### config.mk
export PLATFORM = sky130hd
export DESIGN_NAME = control_sequencer
export DESIGN_NICKNAME = d
export VERILOG_FILES = /design/src/rtl/cpu_defs_pkg.sv /design/src/rtl/reg_select_decode.sv /design/src/rtl/control_sequencer.sv
export SDC_FILE = /design/constraint.sdc
export NUM_CORES = 1
export LEC_CHECK = 0
export ABC_AREA = 1
export BUFFER_PORTS_ARGS = -buffer_cell sky130_fd_sc_hd__buf_4
export CORE_MARGIN = 5
export CORE_UTILIZATION = 45
export DETAILED_ROUTE_END_ITERATION = 16
export PLACE_DENSITY = 0.88
export SETUP_SLACK_MARGIN = 0.2
export SYNTH_ARGS = -nofsm -noshare
export SYNTH_HDL_FRONTEND = slang
export SYNTH_SLANG_ARGS = --single-unit
### constraint.sdc
create_clock -name clock -period 2.7 [get_ports clock]
set_input_delay 0.135 -clock clock [delete_from_list [all_inputs] [get_ports clock]]
set_output_delay 0.135 -clock clock [all_outputs]
set_load 0.005 [all_outputs]
### src/rtl/cpu_defs_pkg.sv
// Shared CPU definitions: opcode constants, ALU operation codes, the control
// sequencer step encoding, and helpers that classify an opcode and map it to
// the ALU operation it needs. Imported by the control sequencer, the datapath
// and the benches.
package cpu_defs;

  // Instruction opcodes (IR[31:27])
  localparam logic [4:0] OP_ADD  = 5'b00011;
  localparam logic [4:0] OP_SUB  = 5'b00100;
  localparam logic [4:0] OP_AND  = 5'b00101;
  localparam logic [4:0] OP_OR   = 5'b00110;
  localparam logic [4:0] OP_ROR  = 5'b00111;
  localparam logic [4:0] OP_ROL  = 5'b01000;
  localparam logic [4:0] OP_SHR  = 5'b01001;
  localparam logic [4:0] OP_SHRA = 5'b01010;
  localparam logic [4:0] OP_SHL  = 5'b01011;
  localparam logic [4:0] OP_ADDI = 5'b01100;
  localparam logic [4:0] OP_ANDI = 5'b01101;
  localparam logic [4:0] OP_ORI  = 5'b01110;
  localparam logic [4:0] OP_MUL  = 5'b01111;
  localparam logic [4:0] OP_DIV  = 5'b10000;
  localparam logic [4:0] OP_NEG  = 5'b10001;
  localparam logic [4:0] OP_NOT  = 5'b10010;
  localparam logic [4:0] OP_HALT = 5'b11011;

  // ALU operation codes; 7 is reserved and never produced
  localparam logic [3:0] ALU_ADD  = 4'd0;
  localparam logic [3:0] ALU_SUB  = 4'd1;
  localparam logic [3:0] ALU_AND  = 4'd2;
  localparam logic [3:0] ALU_OR   = 4'd3;
  localparam logic [3:0] ALU_SHR  = 4'd4;
  localparam logic [3:0] ALU_SHRA = 4'd5;
  localparam logic [3:0] ALU_SHL  = 4'd6;
  localparam logic [3:0] ALU_ROR  = 4'd8;
  localparam logic [3:0] ALU_ROL  = 4'd9;
  localparam logic [3:0] ALU_MUL  = 4'd10;
  localparam logic [3:0] ALU_DIV  = 4'd11;
  localparam logic [3:0] ALU_NEG  = 4'd12;
  localparam logic [3:0] ALU_NOT  = 4'd13;

  // Sequencer steps: T0-T2 fetch, T3-T6 execute, HALTED idle
  typedef enum logic [2:0] {
    T0, T1, T2, T3, T4, T5, T6, HALTED
  } state_t;

  // Execute-sequence families
  typedef enum logic [2:0] {
    CLS_REG, CLS_IMM, CLS_MULDIV, CLS_UNARY, CLS_HALT, CLS_NOP
  } op_class_t;

  function automatic op_class_t op_class(input logic [4:0] op);
    case (op)
      OP_ADD, OP_SUB, OP_AND, OP_OR, OP_ROR, OP_ROL,
      OP_SHR, OP_SHRA, OP_SHL:     return CLS_REG;
      OP_ADDI, OP_ANDI, OP_ORI:    return CLS_IMM;
      OP_MUL, OP_DIV:              return CLS_MULDIV;
      OP_NEG, OP_NOT:              return CLS_UNARY;
      OP_HALT:                     return CLS_HALT;
      default:                     return CLS_NOP;
    endcase
  endfunction

  function automatic logic [3:0] alu_op_of(input logic [4:0] op);
    case (op)
      OP_SUB:           return ALU_SUB;
      OP_AND, OP_ANDI:  return ALU_AND;
      OP_OR,  OP_ORI:   return ALU_OR;
      OP_SHR:           return ALU_SHR;
      OP_SHRA:          return ALU_SHRA;
      OP_SHL:           return ALU_SHL;
      OP_ROR:           return ALU_ROR;
      OP_ROL:           return ALU_ROL;
      OP_MUL:           return ALU_MUL;
      OP_DIV:           return ALU_DIV;
      OP_NEG:           return ALU_NEG;
      OP_NOT:           return ALU_NOT;
      default:          return ALU_ADD;
    endcase
  endfunction

endpackage

### src/rtl/reg_select_decode.sv
// One-hot register strobe decoder.
//   en     : 1 to assert a strobe, 0 forces all-zero output
//   sel    : 4-bit register index
//   onehot : NREGS-wide strobe vector, at most one bit set
module reg_select_decode #(
  parameter int NREGS = 16
) (
  input  logic             en,
  input  logic [3:0]       sel,
  output logic [NREGS-1:0] onehot
);

  always_comb begin
    onehot = '0;
    if (en && (int'(sel) < NREGS)) onehot[sel] = 1'b1;
  end

endmodule

### src/rtl/control_sequencer.sv
// Hardwired control unit for the datapath. Fetches over T0-T2, then sequences
// the execute steps for register, immediate, mul/div and unary instructions.
// All strobes are combinational in the current step and the IR fields.
//   clock, clear       : clock and synchronous active-high reset (restart at T0)
//   IR                 : instruction register contents from the datapath
//   Stop               : halt request, honoured at the instruction boundary
//   Run                : 1 while sequencing, 0 once halted
//   PCout..Cout        : single-bit datapath strobes
//   RegisterImmediate  : sign-extended IR[18:0]
//   ALUop              : ALU operation for the current step
//   Rin, Rout          : one-hot register load/drive strobes
module control_sequencer
  import cpu_defs::*;
#(
  parameter int NREGS = 16,
  parameter int ALUW  = 4
) (
  input  logic             clock,
  input  logic             clear,
  input  logic [31:0]      IR,
  input  logic             Stop,
  output logic             Run,
  output logic             PCout,
  output logic             PCin,
  output logic             IncPC,
  output logic             MARin,
  output logic             Read,
  output logic             MDRin,
  output logic             MDRout,
  output logic             IRin,
  output logic             Yin,
  output logic             Zlowin,
  output logic             Zhighin,
  output logic             Zlowout,
  output logic             Zhighout,
  output logic             HIin,
  output logic             LOin,
  output logic             Cout,
  output logic [31:0]      RegisterImmediate,
  output logic [ALUW-1:0]  ALUop,
  output logic [NREGS-1:0] Rin,
  output logic [NREGS-1:0] Rout
);

  state_t     state, next_state;
  op_class_t  cls;
  logic [4:0] opcode;
  logic [3:0] ra, rb, rc;
  logic [ALUW-1:0] alu_code;
  logic       rin_en, rout_en;
  logic [3:0] rin_sel, rout_sel;
  logic       last_step;

  assign opcode   = IR[31:27];
  assign ra       = IR[26:23];
  assign rb       = IR[22:19];
  assign rc       = IR[18:15];
  assign cls      = op_class(opcode);
  assign alu_code = ALUW'(alu_op_of(opcode));

  assign RegisterImmediate = {{13{IR[18]}}, IR[18:0]};
  assign Run = clear || (state != HALTED);

  always_ff @(posedge clock) begin
    if (clear) state <= T0;
    else       state <= next_state;
  end

  always_comb begin
    next_state = state;
    last_step  = 1'b0;
    PCout = 1'b0; PCin = 1'b0; IncPC = 1'b0; MARin = 1'b0;
    Read = 1'b0; MDRin = 1'b0; MDRout = 1'b0; IRin = 1'b0;
    Yin = 1'b0; Zlowin = 1'b0; Zhighin = 1'b0; Zlowout = 1'b0;
    Zhighout = 1'b0; HIin = 1'b0; LOin = 1'b0; Cout = 1'b0;
    ALUop    = '0;
    rin_en   = 1'b0;
    rin_sel  = ra;
    rout_en  = 1'b0;
    rout_sel = rb;

    case (state)
      T0: begin
        PCout = 1'b1; MARin = 1'b1; IncPC = 1'b1; Zlowin = 1'b1;
        next_state = T1;
      end
      T1: begin
        Zlowout = 1'b1; PCin = 1'b1; Read = 1'b1; MDRin = 1'b1;
        next_state = T2;
      end
      T2: begin
        MDRout = 1'b1; IRin = 1'b1;
        next_state = T3;
      end
      T3: begin
        case (cls)
          CLS_REG, CLS_IMM: begin
            rout_en = 1'b1; rout_sel = rb; Yin = 1'b1;
            next_state = T4;
          end
          CLS_MULDIV: begin
            rout_en = 1'b1; rout_sel = ra; Yin = 1'b1;
            next_state = T4;
          end
          CLS_UNARY: begin
            rout_en = 1'b1; rout_sel = rb; ALUop = alu_code; Zlowin = 1'b1;
            next_state = T4;
          end
          CLS_HALT: next_state = HALTED;
          default:  last_step = 1'b1;   // undefined opcode: nop
        endcase
      end
      T4: begin
        case (cls)
          CLS_REG: begin
            rout_en = 1'b1; rout_sel = rc; ALUop = alu_code; Zlowin = 1'b1;
            next_state = T5;
          end
          CLS_IMM: begin
            Cout = 1'b1; ALUop = alu_code; Zlowin = 1'b1;
            next_state = T5;
          end
          CLS_MULDIV: begin
            rout_en = 1'b1; rout_sel = rb; ALUop = alu_code;
            Zlowin = 1'b1; Zhighin = 1'b1;
            next_state = T5;
          end
          CLS_UNARY: begin
            Zlowout = 1'b1; rin_en = 1'b1; rin_sel = ra;
            last_step = 1'b1;
          end
          default: next_state = T0;
        endcase
      end
      T5: begin
        case (cls)
          CLS_REG, CLS_IMM: begin
            Zlowout = 1'b1; rin_en = 1'b1; rin_sel = ra;
            last_step = 1'b1;
          end
          CLS_MULDIV: begin
            Zlowout = 1'b1; LOin = 1'b1;
            next_state = T6;
          end
          default: next_state = T0;
        endcase
      end
      T6: begin
        Zhighout = 1'b1; HIin = 1'b1;
        last_step = 1'b1;
      end
      HALTED: next_state = HALTED;
      default: next_state = T0;
    endcase

    // Stop only takes effect at the instruction boundary
    if (last_step) next_state = Stop ? HALTED : T0;

    // clear overrides whatever the current step decodes to
    if (clear) begin
      next_state = T0;
      PCout = 1'b0; PCin = 1'b0; IncPC = 1'b0; MARin = 1'b0;
      Read = 1'b0; MDRin = 1'b0; MDRout = 1'b0; IRin = 1'b0;
      Yin = 1'b0; Zlowin = 1'b0; Zhighin = 1'b0; Zlowout = 1'b0;
      Zhighout = 1'b0; HIin = 1'b0; LOin = 1'b0; Cout = 1'b0;
      ALUop   = '0;
      rin_en  = 1'b0;
      rout_en = 1'b0;
    end
  end

  reg_select_decode #(.NREGS(NREGS)) u_rin_decode (
    .en     (rin_en),
    .sel    (rin_sel),
    .onehot (Rin)
  );

  reg_select_decode #(.NREGS(NREGS)) u_rout_decode (
    .en     (rout_en),
    .sel    (rout_sel),
    .onehot (Rout)
  );

endmodule

==> qor.yml <==
drt:
  wirelength_um: 4370
  ant_nets: 0
  drc: 0
  vias_per_cell: 4.99
  dr_wl_met2_um: 2120
  drt-pass1-iter-count: 5
  drt_iter0_markers: 74
  wl_met3_um: 464
  wl_per_cell_um: 11.7
  top_layer: "met4"
  wl_met1_um: 1770
  vias: 1871
finish:
  largest_register: "state"
  layout.cells.non_filler: 375
  largest_reg_flops: 3
  drive_gt1_share_pct: 44.0
  syn2layout_area_growth_pct: 26.8
  fillers: 351
  n_antenna_cell: 0
  design_area_sq_mm: 0.00210
  nets: 368
  reg.largest.list: "state (3)"
floorplanning:
  chipHeight_um: 70.7
  core_sq_mm: 0.00361
  rows: 22
  dieArea_sq_mm: 0.00500
  initial_utilization_pct: 46.0
  die_w_um: 70.7
  ios: 120
clock_tree:
  clkTransAtPathRegs_ps: 30
  cts_hold_buf: 0
  cts_sinks: 3
  cts_setup_buffers: 0
  cts_buffers: 3
  htree_levels: 1
  clk_path_buf_depth: 2
  cts-root-buf: "clkbuf_8"
  clock_latency_ps: 220
  cts_tree: "yes"
logic_synthesis:
  ys_seq_elements: 3
  syn-num-nets: 318
  synth_area_leaders: "buf_4 18%, nor2_1 11%, nand2_1 10%"
  synthDistinctLibCells: 29
  yosysSeqAreaShare_pct: 3.62
  synth_largest_area_cell: "buf_4"
  avgSynthCellArea_sq_um: 5.97
  synthCells: 278
  yosysWarnings: 0
  synth.cell_area_sq_mm: 0.00166
  yosysTopAreaCellShare_pct: 17.6
power_and_ir_drop:
  power.clock.fraction_pct: 26.7
  p_total_mw: 0.502
  p_seq_share_pct: 12.1
  p_comb_share_pct: 61.1
  peakVddDrop_v: 0.000253
  p_per_area_mw_per_mm2: 239
  switchingPower_mw: 0.221
  switching_share_pct: 44.0
  p_leak_nw: 1.08
  internal-power_mw: 0.281
worst_setup_path:
  crit_required_ps: 2570
  r2r_end: "state[2]"
  startpoint: "state[0]"
  critPathLaunchType: "flip-flop"
  r2r-start: "state[1]"
  reg2reg_slack_ps: 1150
  crit_fanout: 12
  crit_type: "flip-flop to output port"
  cp-end-kind: "output port"
  arrival_ps: 2000
  r2r_cells: 8
  cp-endpoint: "Rout[2]"
placed_design:
  dpl-instance-area_sq_mm: 0.00206
  portBuffers: 89
  place_inst: 371
  globalplace.congestion: 0.888
  pre_cts_slack_ps: 654
  hpwl_um: 3650
timing:
  hold_viol_final: 0
  period_needed_ps: 2140
  tns_ps: 0
  rsz0062_at_grt: "false"
  period_share_pct: 79.1
  clock.fmax_mhz: 468
  worstMarginPinSlew_ps: 460
  setup_ws_ps: 564
  finClkSkew_ps: 2.20
  relSlewSlack_pct: 69.3
  slew_violations: 0
  setup_violations: 0
run_status:
  status: "finished clean"
global_routing:
  grt_pass1_vias: 1653
  grt_pass1_wl_um: 6980
  antenna_found_initial: 0
  gr-usage-all-layers_pct: 16.0
  overflow: 0
  grt_max_degree: 17
flow_run:
  cap_violations: 0
min_path:
  hold_class: "primary input to flip-flop"
## synth_stat cells, drive strengths merged
cell,instances
nor4,1
a21oi,9
nand4,6
nor3,3
nand2,67
ha,5
buf,43
o211ai,3
clkbuf,2
nor2,60
dfxtp,3
nand3,37
and3,1
o21ai,12
inv,26
## timing repair
item,CTS,global route
gates resized for setup,0,1
hold endpoints to repair,0,0
endpoints found under the setup margin,0,1
## worst max-delay path, cell delays in order, from the launching register on
cell and delay [ps]:
dfxtp_1 380, nand2_1 140, nor2_2 390, nand3_2 120
nand2_2 110, nor2_1 60, nor2_2 120, nand3_1 160
nor2_1 160, buf_4 120
## cells by family (layout without fill, tap and decap cells)
logic type | after synthesis | after routing | share of synthesized area, %
flip-flops | 3 | 3 | 3.62
adder cells (fa/ha/maj) | 5 | 5 | 3.77
AND/OR/NAND/NOR | 175 | 175 | 56.2
AO/OA/AOI/OAI | 24 | 24 | 9.95
buffers and inverters | 71 | 120 | 26.5
## area by class of cell
type,instances,area [sq um],share of cell area [%]
clock buffers,4,45.0,2.14
inverters,26,100,4.76
multi-input cells,204,1160,55.3
flip-flops and latches,3,60.1,2.86
well taps,48,60.1,2.86
repair buffers,90,676,32.1
## worst min path at each step
stage,from,end,slack (ps),cells past startpoint
2_1_floorplan,IR[0],RegisterImmediate[0],350,1
3_3_place_gp,IR[13],RegisterImmediate[13],270,0
3_5_place_dp,IR[13],RegisterImmediate[13],270,0
4_1_cts,clear,state[1],210,2
5_1_grt,clear,state[2],230,2
6_report,clear,state[1],210,2
## power groups by stage
stage,Clock (mW),Combinational [mW],Sequential (mW)
after CTS,0.138,0.308,0.0604
after floorplan,0,0.247,0.0594
after global placement,0,0.302,0.0605
after detailed placement,0,0.306,0.0610
after global routing,0.142,0.343,0.0625
final,0.134,0.307,0.0609
## per-stage QoR
stage | utilization, % | hold slack [ps]
floorplan | - | 351
global placement | 57.0 | 270
detailed placement | 57.0 | 270
CTS | 58.3 | 205
global route | 58.3 | 225
finish | 58.3 | 213
## placed cells by master, fill, tap and decap left out, drive strengths merged
cell	netlist	routed
and3	1	1
nor4	1	1
buf	43	90
o21ai	12	12
o211ai	3	3
dfxtp	3	3
ha	5	5
a21oi	9	9
nand3	37	37
inv	26	26
nor3	3	3
nand4	6	6
nand2	67	67
clkbuf	2	4
nor2	60	60
## metal layers
layer  vias to the layer above  global-route usage [%]
li1                        959                       -
met4                         0                    3.34
met3                         2                    4.40
met1                       817                    18.4
met5                         -                       0
met2                        93                    29.2
Note: power is estimated with default switching activity, not from simulation.
